**src/rtl/dc_store_ctrl.sv**
```systemverilog
// Data-cache store port: direct-mapped, write-allocate, write-back line array
// fed by the store buffer, with a combinational load probe.
module dc_store_ctrl #(
  parameter int ADDR_W     = 32,
  parameter int DATA_W     = 32,
  parameter int LINES      = 4,
  parameter int LINE_BYTES = 16
) (
  input  logic                    clk,
  input  logic                    reset,
  input  logic                    st_valid,
  output logic                    st_ready,
  input  logic [ADDR_W-1:0]       st_addr,
  input  logic [DATA_W-1:0]       st_data,
  input  logic                    st_is_byte,
  output logic                    st_done,
  input  logic [ADDR_W-1:0]       rd_addr,
  output logic [DATA_W-1:0]       rd_data,
  output logic                    rd_hit,
  output logic                    mem_req,
  output logic                    mem_we,
  output logic [ADDR_W-1:0]       mem_addr,
  output logic [LINE_BYTES*8-1:0] mem_wdata,
  input  logic                    mem_ack,
  input  logic [LINE_BYTES*8-1:0] mem_rdata
);
  localparam int OFF_W      = $clog2(LINE_BYTES);
  localparam int IDX_W      = $clog2(LINES);
  localparam int TAG_W      = ADDR_W - OFF_W - IDX_W;
  localparam int LINE_W     = LINE_BYTES * 8;
  localparam int WORD_BYTES = DATA_W / 8;

  typedef enum logic [1:0] {IDLE, CHECK, WB, FILL} state_t;

  // Field order matches the address bit order so st_addr packs straight in.
  typedef struct packed {
    logic [TAG_W-1:0]  tag;
    logic [IDX_W-1:0]  idx;
    logic [OFF_W-1:0]  off;
    logic [DATA_W-1:0] data;
    logic              is_byte;
  } req_t;

  state_t             state;
  req_t               req;
  logic [LINE_W-1:0]  line_q [LINES];
  logic [TAG_W-1:0]   tag_q  [LINES];
  logic [LINES-1:0]   valid_q, dirty_q;

  function automatic logic [LINE_W-1:0] merge(input logic [LINE_W-1:0] line,
                                              input logic [OFF_W-1:0]  off,
                                              input logic [DATA_W-1:0] d,
                                              input logic              is_byte);
    logic [LINE_W-1:0] r;
    int                base;
    r    = line;
    base = int'(off) & ~(WORD_BYTES - 1);
    if (is_byte) r[int'(off)*8 +: 8] = d[7:0];
    else         r[base*8 +: DATA_W] = d;
    return r;
  endfunction

  // Load probe: reads the registered array, so a same-cycle commit is not visible.
  logic [TAG_W-1:0]  rd_tag;
  logic [IDX_W-1:0]  rd_idx;
  logic [OFF_W-1:0]  rd_off;
  logic [LINE_W-1:0] rd_line;
  assign {rd_tag, rd_idx, rd_off} = rd_addr;

  always_comb begin
    rd_line = line_q[rd_idx];
    rd_hit  = valid_q[rd_idx] && (tag_q[rd_idx] == rd_tag);
    rd_data = '0;
    if (rd_hit) rd_data = rd_line[(int'(rd_off) & ~(WORD_BYTES - 1))*8 +: DATA_W];
  end

  logic [LINE_W-1:0] cur_line, commit_line;
  logic              hit, commit;
  assign cur_line = line_q[req.idx];
  assign hit      = valid_q[req.idx] && (tag_q[req.idx] == req.tag);
  assign st_ready = (state == IDLE);

  always_comb begin
    commit      = 1'b0;
    commit_line = merge(cur_line, req.off, req.data, req.is_byte);
    if (state == CHECK && hit) commit = 1'b1;
    if (state == FILL && mem_ack) begin
      commit      = 1'b1;
      commit_line = merge(mem_rdata, req.off, req.data, req.is_byte);
    end
  end

  // Line data and tags are not reset; valid bits gate every use of them.
  always_ff @(posedge clk) begin
    if (commit) begin
      line_q[req.idx] <= commit_line;
      tag_q[req.idx]  <= req.tag;
    end
  end

  always_ff @(posedge clk or negedge reset) begin
    if (!reset) begin
      state     <= IDLE;
      req       <= '0;
      valid_q   <= '0;
      dirty_q   <= '0;
      st_done   <= 1'b0;
      mem_req   <= 1'b0;
      mem_we    <= 1'b0;
      mem_addr  <= '0;
      mem_wdata <= '0;
    end else begin
      st_done <= 1'b0;
      case (state)
        IDLE: begin
          if (st_valid) begin
            req   <= {st_addr, st_data, st_is_byte};
            state <= CHECK;
          end
        end
        CHECK: begin
          if (hit) begin
            dirty_q[req.idx] <= 1'b1;
            st_done          <= 1'b1;
            state            <= IDLE;
          end else if (valid_q[req.idx] && dirty_q[req.idx]) begin
            mem_req   <= 1'b1;
            mem_we    <= 1'b1;
            mem_addr  <= {tag_q[req.idx], req.idx, {OFF_W{1'b0}}};
            mem_wdata <= cur_line;
            state     <= WB;
          end else begin
            mem_req  <= 1'b1;
            mem_we   <= 1'b0;
            mem_addr <= {req.tag, req.idx, {OFF_W{1'b0}}};
            state    <= FILL;
          end
        end
        WB: begin
          // mem_req stays high: the fill request follows the write-back directly.
          if (mem_ack) begin
            dirty_q[req.idx] <= 1'b0;
            mem_we           <= 1'b0;
            mem_addr         <= {req.tag, req.idx, {OFF_W{1'b0}}};
            state            <= FILL;
          end
        end
        FILL: begin
          if (mem_ack) begin
            valid_q[req.idx] <= 1'b1;
            dirty_q[req.idx] <= 1'b1;
            mem_req          <= 1'b0;
            st_done          <= 1'b1;
            state            <= IDLE;
          end
        end
        default: state <= IDLE;
      endcase
    end
  end
endmodule

```
**config.mk**
```make
export PLATFORM = sky130hd
export DESIGN_NAME = dc_store_ctrl
export DESIGN_NICKNAME = d
export VERILOG_FILES = /design/src/rtl/dc_store_ctrl.sv
export SDC_FILE = /design/constraint.sdc
export NUM_CORES = 2
export LEC_CHECK = 0
export BUFFER_PORTS_ARGS = -buffer_cell sky130_fd_sc_hd__buf_2
export CAP_MARGIN = 20
export CORE_MARGIN = 3
export CORE_UTILIZATION = 45
export CTS_CLUSTER_SIZE = 14
export DETAILED_ROUTE_END_ITERATION = 6
export GPL_ROUTABILITY_DRIVEN = 0
export PLACE_DENSITY = 0.62
export SLEW_MARGIN = 20
export SYNTH_ARGS = -nofsm -noshare
export SYNTH_HDL_FRONTEND = slang
export SYNTH_SLANG_ARGS = --single-unit
export TNS_END_PERCENT = 1
```
**constraint.sdc**
```tcl
create_clock -name clk -period 17.1 [get_ports clk]
set_input_delay 3.42 -clock clk [delete_from_list [all_inputs] [get_ports clk]]
set_output_delay 3.42 -clock clk [all_outputs]
set_load 0.01 [all_outputs]
```
## Word-level counts from Yosys, hierarchy flattened

Memories as Yosys holds them, arrays and structs flattened.
Cells that the tools add are included.

- Output and inout bits: 197
- RAM bits: 616
- Register bits: 238
- Memories: 2
- Logic and storage cells: 100
- Bits of input ports: 229

Memory list:

| memory | words | width | rd ports | clocked after Yosys merged registers in | wr ports | RTL line | text |
|---|---|---|---|---|---|---|---|
| line_q | 4 | 128 | 2 | 0 | 1 | 46 | `logic [LINE_W-1:0] line_q [LINES];` |
| tag_q | 4 | 26 | 2 | 0 | 1 | 47 | `logic [TAG_W-1:0] tag_q [LINES];` |

- Magnitude comparators: 3
- Eq/ne operators: 10
- Muxes and demuxes: 43
- Bitwise gates (word level): 5
- Reduce and logical (&&, ||, !) cells: 17
- Add/sub/neg operators: 2
- Shift-type cells: 5

Operator list:

| kind | number |
|---|---|
| 128-bit bitwise mux | 4 |
| 128-bit 2-to-1 mux | 3 |
| 32-bit 2-to-1 mux | 4 |
| 32-bit by 33-bit variable shift with 128-bit output, first input constant | 1 |
| 8-bit by 33-bit variable shift with 128-bit output, first input constant | 1 |
| 128-bit by 8-bit indexed part select with 32-bit output | 1 |
| 32-bit by 33-bit indexed part select with 128-bit output | 1 |
| 8-bit by 33-bit indexed part select with 128-bit output | 1 |
| 7-bit negation with 33-bit output | 2 |
| 32-bit one-hot mux with 2 select lines | 1 |
| 26-bit == test | 2 |
| 1-bit 2-to-1 mux | 15 |
| 4-bit 2-to-1 mux | 3 |
| 4-bit one-hot mux with 3 select lines | 1 |
| 3-bit AND reduction | 4 |
| 2-bit inequality test, second input constant | 5 |
| 2-bit 2-to-1 mux | 4 |
| 4-bit OR | 2 |
| 2-bit one-hot mux with 4 select lines | 1 |
| 1-bit binary-select mux with 2-bit select | 3 |
| 1-bit logical AND | 6 |
| 2-bit by 3-bit < comparator with 1-bit output, second input constant | 2 |
| 1-bit one-hot mux with 2 select lines | 3 |
| 4-bit AND | 1 |
| other kinds (11) | 14 |

## Logic depth before layout (Yosys ltp)

- Depth after elaboration: 8
- Gate-level depth with buffers: 13
- Depth with buffers taken out: 9

## Worst setup path after synthesis

OpenSTA, ideal clock, no wires.

- Path type: reg-to-reg
- Start point: register req[37] (netlist name)
- End point: memory line_q[2][0] (netlist name) (enable)
- Slack: 2552 ps
- Cell stages (with the launch flop): 11
- Data required time: 16206 ps
- Setup time: 894 ps
- Buffers on the path: 4
- Clock period less this slack: 14548 ps
- Data arrival time: 13655 ps
- Cell sequence: dfrtp_1 > buf_4 > buf_6 > buf_2 > mux4_2 > xnor2_1 > nand4_1 > nor4_2 > buf_2 > nand3_2 > o31ai_1

- Longest elaborated chain between the ends: 8
- Elaborated cells on any way between the ends: 10
- Classes of those cells: eq/ne (1); mux (6); reduce/logical (2); memory (1)

RTL lines:

| element | RTL line | text |
|---|---|---|
| start: declaration | 45 | `req_t req;` |
| start signal: assignment | 117 | `req <= {st_addr, st_data, st_is_byte};` |
| memory 4 x 26 bit or 1-bit binary-select mux with 2-bit select (tied branches) | -- |  |
| 26-bit == test or 1-bit 2-to-1 mux (tied branches) | 80 | `assign hit = valid_q[req.idx] && (tag_q[req.idx] == req.tag);` |
| 1-bit logical AND | 80 |  |
| 1-bit logical AND | 86 | `if (state == CHECK && hit) commit = 1'b1;` |
| 1-bit 2-to-1 mux | 86 |  |
| 1-bit 2-to-1 mux | 87 | `if (state == FILL && mem_ack) begin` |
| 1-bit 2-to-1 mux | 95 | `if (commit) begin` |
| 1-bit 2-to-1 mux (implied by the code) | 96 | `line_q[req.idx] <= commit_line;` |
| end: declaration | 46 |  |

Several ways; a longest one is shown, not always the timed one. The select of a mux whose other input is x is not followed.

## Worst setup path after layout

- Start point: input port rd_addr[4]
- End point: output port rd_data[16]

- Longest elaborated chain between the ends: 4
- Elaborated cells on any way between the ends: 8
- Classes of those cells: eq/ne (1); shift (1); mux (3); reduce/logical (1); memory (2)

RTL lines:

| element | RTL line | text |
|---|---|---|
| start: declaration | 17 | `input logic [ADDR_W-1:0] rd_addr,` |
| branches (longest 3 deep; another with memory 4 x 128 bit) | -- |  |
| 32-bit 2-to-1 mux (*) | 74 | `if (rd_hit) rd_data = rd_line[(int'(rd_off) & ~(WORD_BYTES - 1))*8 +: DATA_W];` |
| end: declaration | 18 | `output logic [DATA_W-1:0] rd_data,` |

Every way passes the cells marked *. The select of a mux whose other input is x is not followed.

==> results.md <==
* Status: finished clean
* I/O pin count at 426
* DRC marker count from the first detailed-route iteration at 3086
* H-tree depth at 3
* Syn avg cell area at 15.0 µm²
* Final nets at 3478
* Fillers at 7838
* Rel. slew slack at 20.5%
* Hold Buf Count CTS at 0
* Slew Limit Fails at 0
* Crit path required time at 13.68 ns
* Worst slack at placement at 6.22 ns
* Worst path cell trace: buf_8 -> buf_12 -> mux4_2 -> xnor2_1 -> nand4_1 -> nor4_2 -> buf_4 -> and3_1 -> buf_2
* Fraction of layout cells with a size suffix above 1 at 37.3%
* Worst Tran Pin Value at 1.19 ns
* GRT Util Overall at 27.9%
* Skew-Pair Late Insertion Delay at 0.67 ns
* Reg-to-reg critical path startpoint: req[37]
* Hold Crit Class: reg2reg
* Crit-path slowest cell: nor4_2
* Sink Count at 850
* RSZ-0062 raised after global routing: no
* Die width at 317 µm
* Height of the die at 317 µm
* Fin Clk Skew at 0.0242 ns
* Root Driver: clkbuf_16
* Hold path start: mem_wdata[30]
* Post-CTS Repair Setup Buffers at 0
* Initial antenna violation count at 10
* Die area at 101000 µm²
* IO buf count at 419
* Syn Inst Count at 2911
* Number of synthesized flops with an enable pin at 616
* First-pass GRT wire length at 204000 µm
* Worst Path Max Fanout at 86
* Asr flop ratio synth at 27.5%
* Final core utilization at 52.5%
* FP Rows at 113
* CTS resizes at 0
* GRT Residual Overflow at 0
* Synth Flop Type: edfxtp_1
* Post-detailed-placement half-perimeter wirelength at 91600 µm
* Reg clk slew, reported paths at 0.06 ns
* Worst setup margin at 6.43 ns
* RR Endpoint: line_q[2][38]
* Slowest Stage Delay on Critical Path at 0.69 ns
* Setup TNS at 0 ns
* Crit path time final at 10.67 ns
* Largest net degree at the start of global routing at 139
* Worst r2r path cells at 11
* Number of global-route vias before repair at 29300
* DR vias/cell at 6.35
* Reg2Reg Setup Slack at 10.29 ns
* Fin area at 50100 µm²
* Clock Tree Buf Depth at 3
* Mapped cell area at 43500 µm²
* Starting Density at 45.6%
* Area grow syn2layout at 15.1%
* Min-Delay Endpoint: mem_wdata[30]
* Final worst path period share at 62.4%
* CTS tree: built
* Core area at 95400 µm²
* Hold Vio Cnt, Final at 0
* Crit start category: primary input
* DR pass1 iterations at 6
* Critical Path Sink Type: primary output
* ANT nets after route at 0
* #FFs+latches synth at 850
* Critical Path AT at 7.25 ns
* Via count at 29200
* P_leak at 19.0 nW
* Sequential-to-total area share from yosys stat at 55.9%
* WHS at 0.485 ns
* Post-Route WL at 142000 µm
* Setup violations, final at 0
* Wire per inst at 30.9 µm
* Num CTS Buffers at 93
* CP Class: in2out
* FMAX at 93.7 MHz
* Ys Warns at 0
* DRC Markers at 0
* Max IR drop VDD at 157 µV
* Max Cap Violations at 0
* Placed Area at 46800 µm²
* Synth cell types at 53
* P per Cell Area at 200 nW/µm²
* Hold path depth at 1
* Crit path from: rd_addr[4]
## cell type report
type                            count  area, µm²  area share [%]
Antenna cell                        4       10.0          0.0200
Clock buffer                      121       2620            5.22
Clock inverter                     54        658            1.31
Inverter                           21       78.8           0.157
Multi-Input combinational cell   1802      18200            36.3
Sequential cell                   850      24400            48.6
Tap cell                         1265       1580            3.16
Timing Repair Buffer              475       2620            5.22
## cells by family (layout without fill, tap and decap cells)
logic type	count (synthesis)	count (layout)	synth area share [%]
xor+xnor	46	46	0.925
compound gates	444	444	6.12
simple gates	551	551	5.75
mux	751	751	28.4
other cells	1	8	0.00861
flops	850	850	55.9
buf+inv	262	671	2.66
fa+ha+maj	6	6	0.172
## layer usage
metal / up-vias / share of wire (%) / track usage, %
li1: 12200 / - / -
met1: 15100 / 40 / 38.5
met2: 1608 / 47 / 44.1
met3: 268 / 9.0 / 5.54
met4: 4 / 4.0 / 10.8
met5: - / 0.015 / 0
## cell usage after synthesis, drive strengths merged (21+ instances only)
library cell | instances | area (µm²)
a211oi | 123 | 923
a21oi | 158 | 791
and3 | 46 | 288
buf | 86 | 497
clkbuf | 155 | 582
dfrtp | 234 | 5860
edfxtp | 616 | 18500
inv | 21 | 78.8
mux2 | 249 | 3190
mux2i | 169 | 1690
mux4 | 333 | 7500
nand2 | 180 | 676
nand3 | 42 | 215
nand4 | 38 | 238
nor2 | 182 | 683
o21ai | 116 | 581
xnor2 | 39 | 342
## flip-flops by register name, indices dropped and copies added, names as in the netlist, named ones only
signal     flops
line_q       512
mem_wdata    128
tag_q        104
req           65
mem_addr      28
valid_q        4
mem_req        1
mem_we         1
st_done        1
state          1
## worst max-delay path by stage
stage | end | slack (ns) | depth (start not counted)
after global routing | rd_data[16] | 6.14 | 9
final | rd_data[16] | 6.43 | 9
after detailed placement | rd_data[16] | 6.22 | 9
after global placement | rd_data[16] | 6.23 | 9
after floorplan | line_q[2][0] | 2.55 | 10
after CTS | rd_data[16] | 6.20 | 9
## metrics by stage
| stage | std cells | power, W |
|---|---|---|
| 4_1_cts | 4587 | 0.0100 |
| 6_report | 4592 | 0.0100 |
| 2_1_floorplan | 2914 | 0.00643 |
| 3_3_place_gp | 4412 | 0.00771 |
| 5_1_grt | 4589 | 0.0105 |
| 3_5_place_dp | 4412 | 0.00787 |
## critical path: cells and delay by family
family        cells  cell delay (ns)
mux               1             0.62
simple gates      3             1.13
xor+xnor          1             0.17
buf+inv           4             1.80
## cell usage in the layout, fill, tap and decap left out, types with 5 or more instances in the layout
master,n
clkbuf_16,97
nand2_1,180
or2_2,11
mux2_1,6
a22oi_1,8
a211oi_1,123
a21oi_1,156
xor2_1,7
clkinv_1,9
o21ai_0,114
nor2b_1,11
nor2_1,181
mux2_4,103
clkbuf_8,10
clkinv_2,21
clkbuf_1,14
nand3_1,40
edfxtp_1,616
and3_1,45
a31oi_1,9
nand2b_1,7
buf_2,415
bufinv_16,14
mux2_2,140
inv_1,21
buf_4,52
dfrtp_1,231
and2_1,15
mux4_2,333
a221o_1,5
o31ai_1,6
mux2i_1,169
xnor2_1,39
nand4_1,38
## power breakdown
group | leakage [nW] | internal, W | switching, W
logic | 9.03 | 0.00176 | 0.00254
clock network | 1.61 | 0.00129 | 0.000853
registers | 8.32 | 0.00312 | 0.000470
total | 19.0 | 0.00617 | 0.00386
(Power assumes the default switching activity.)
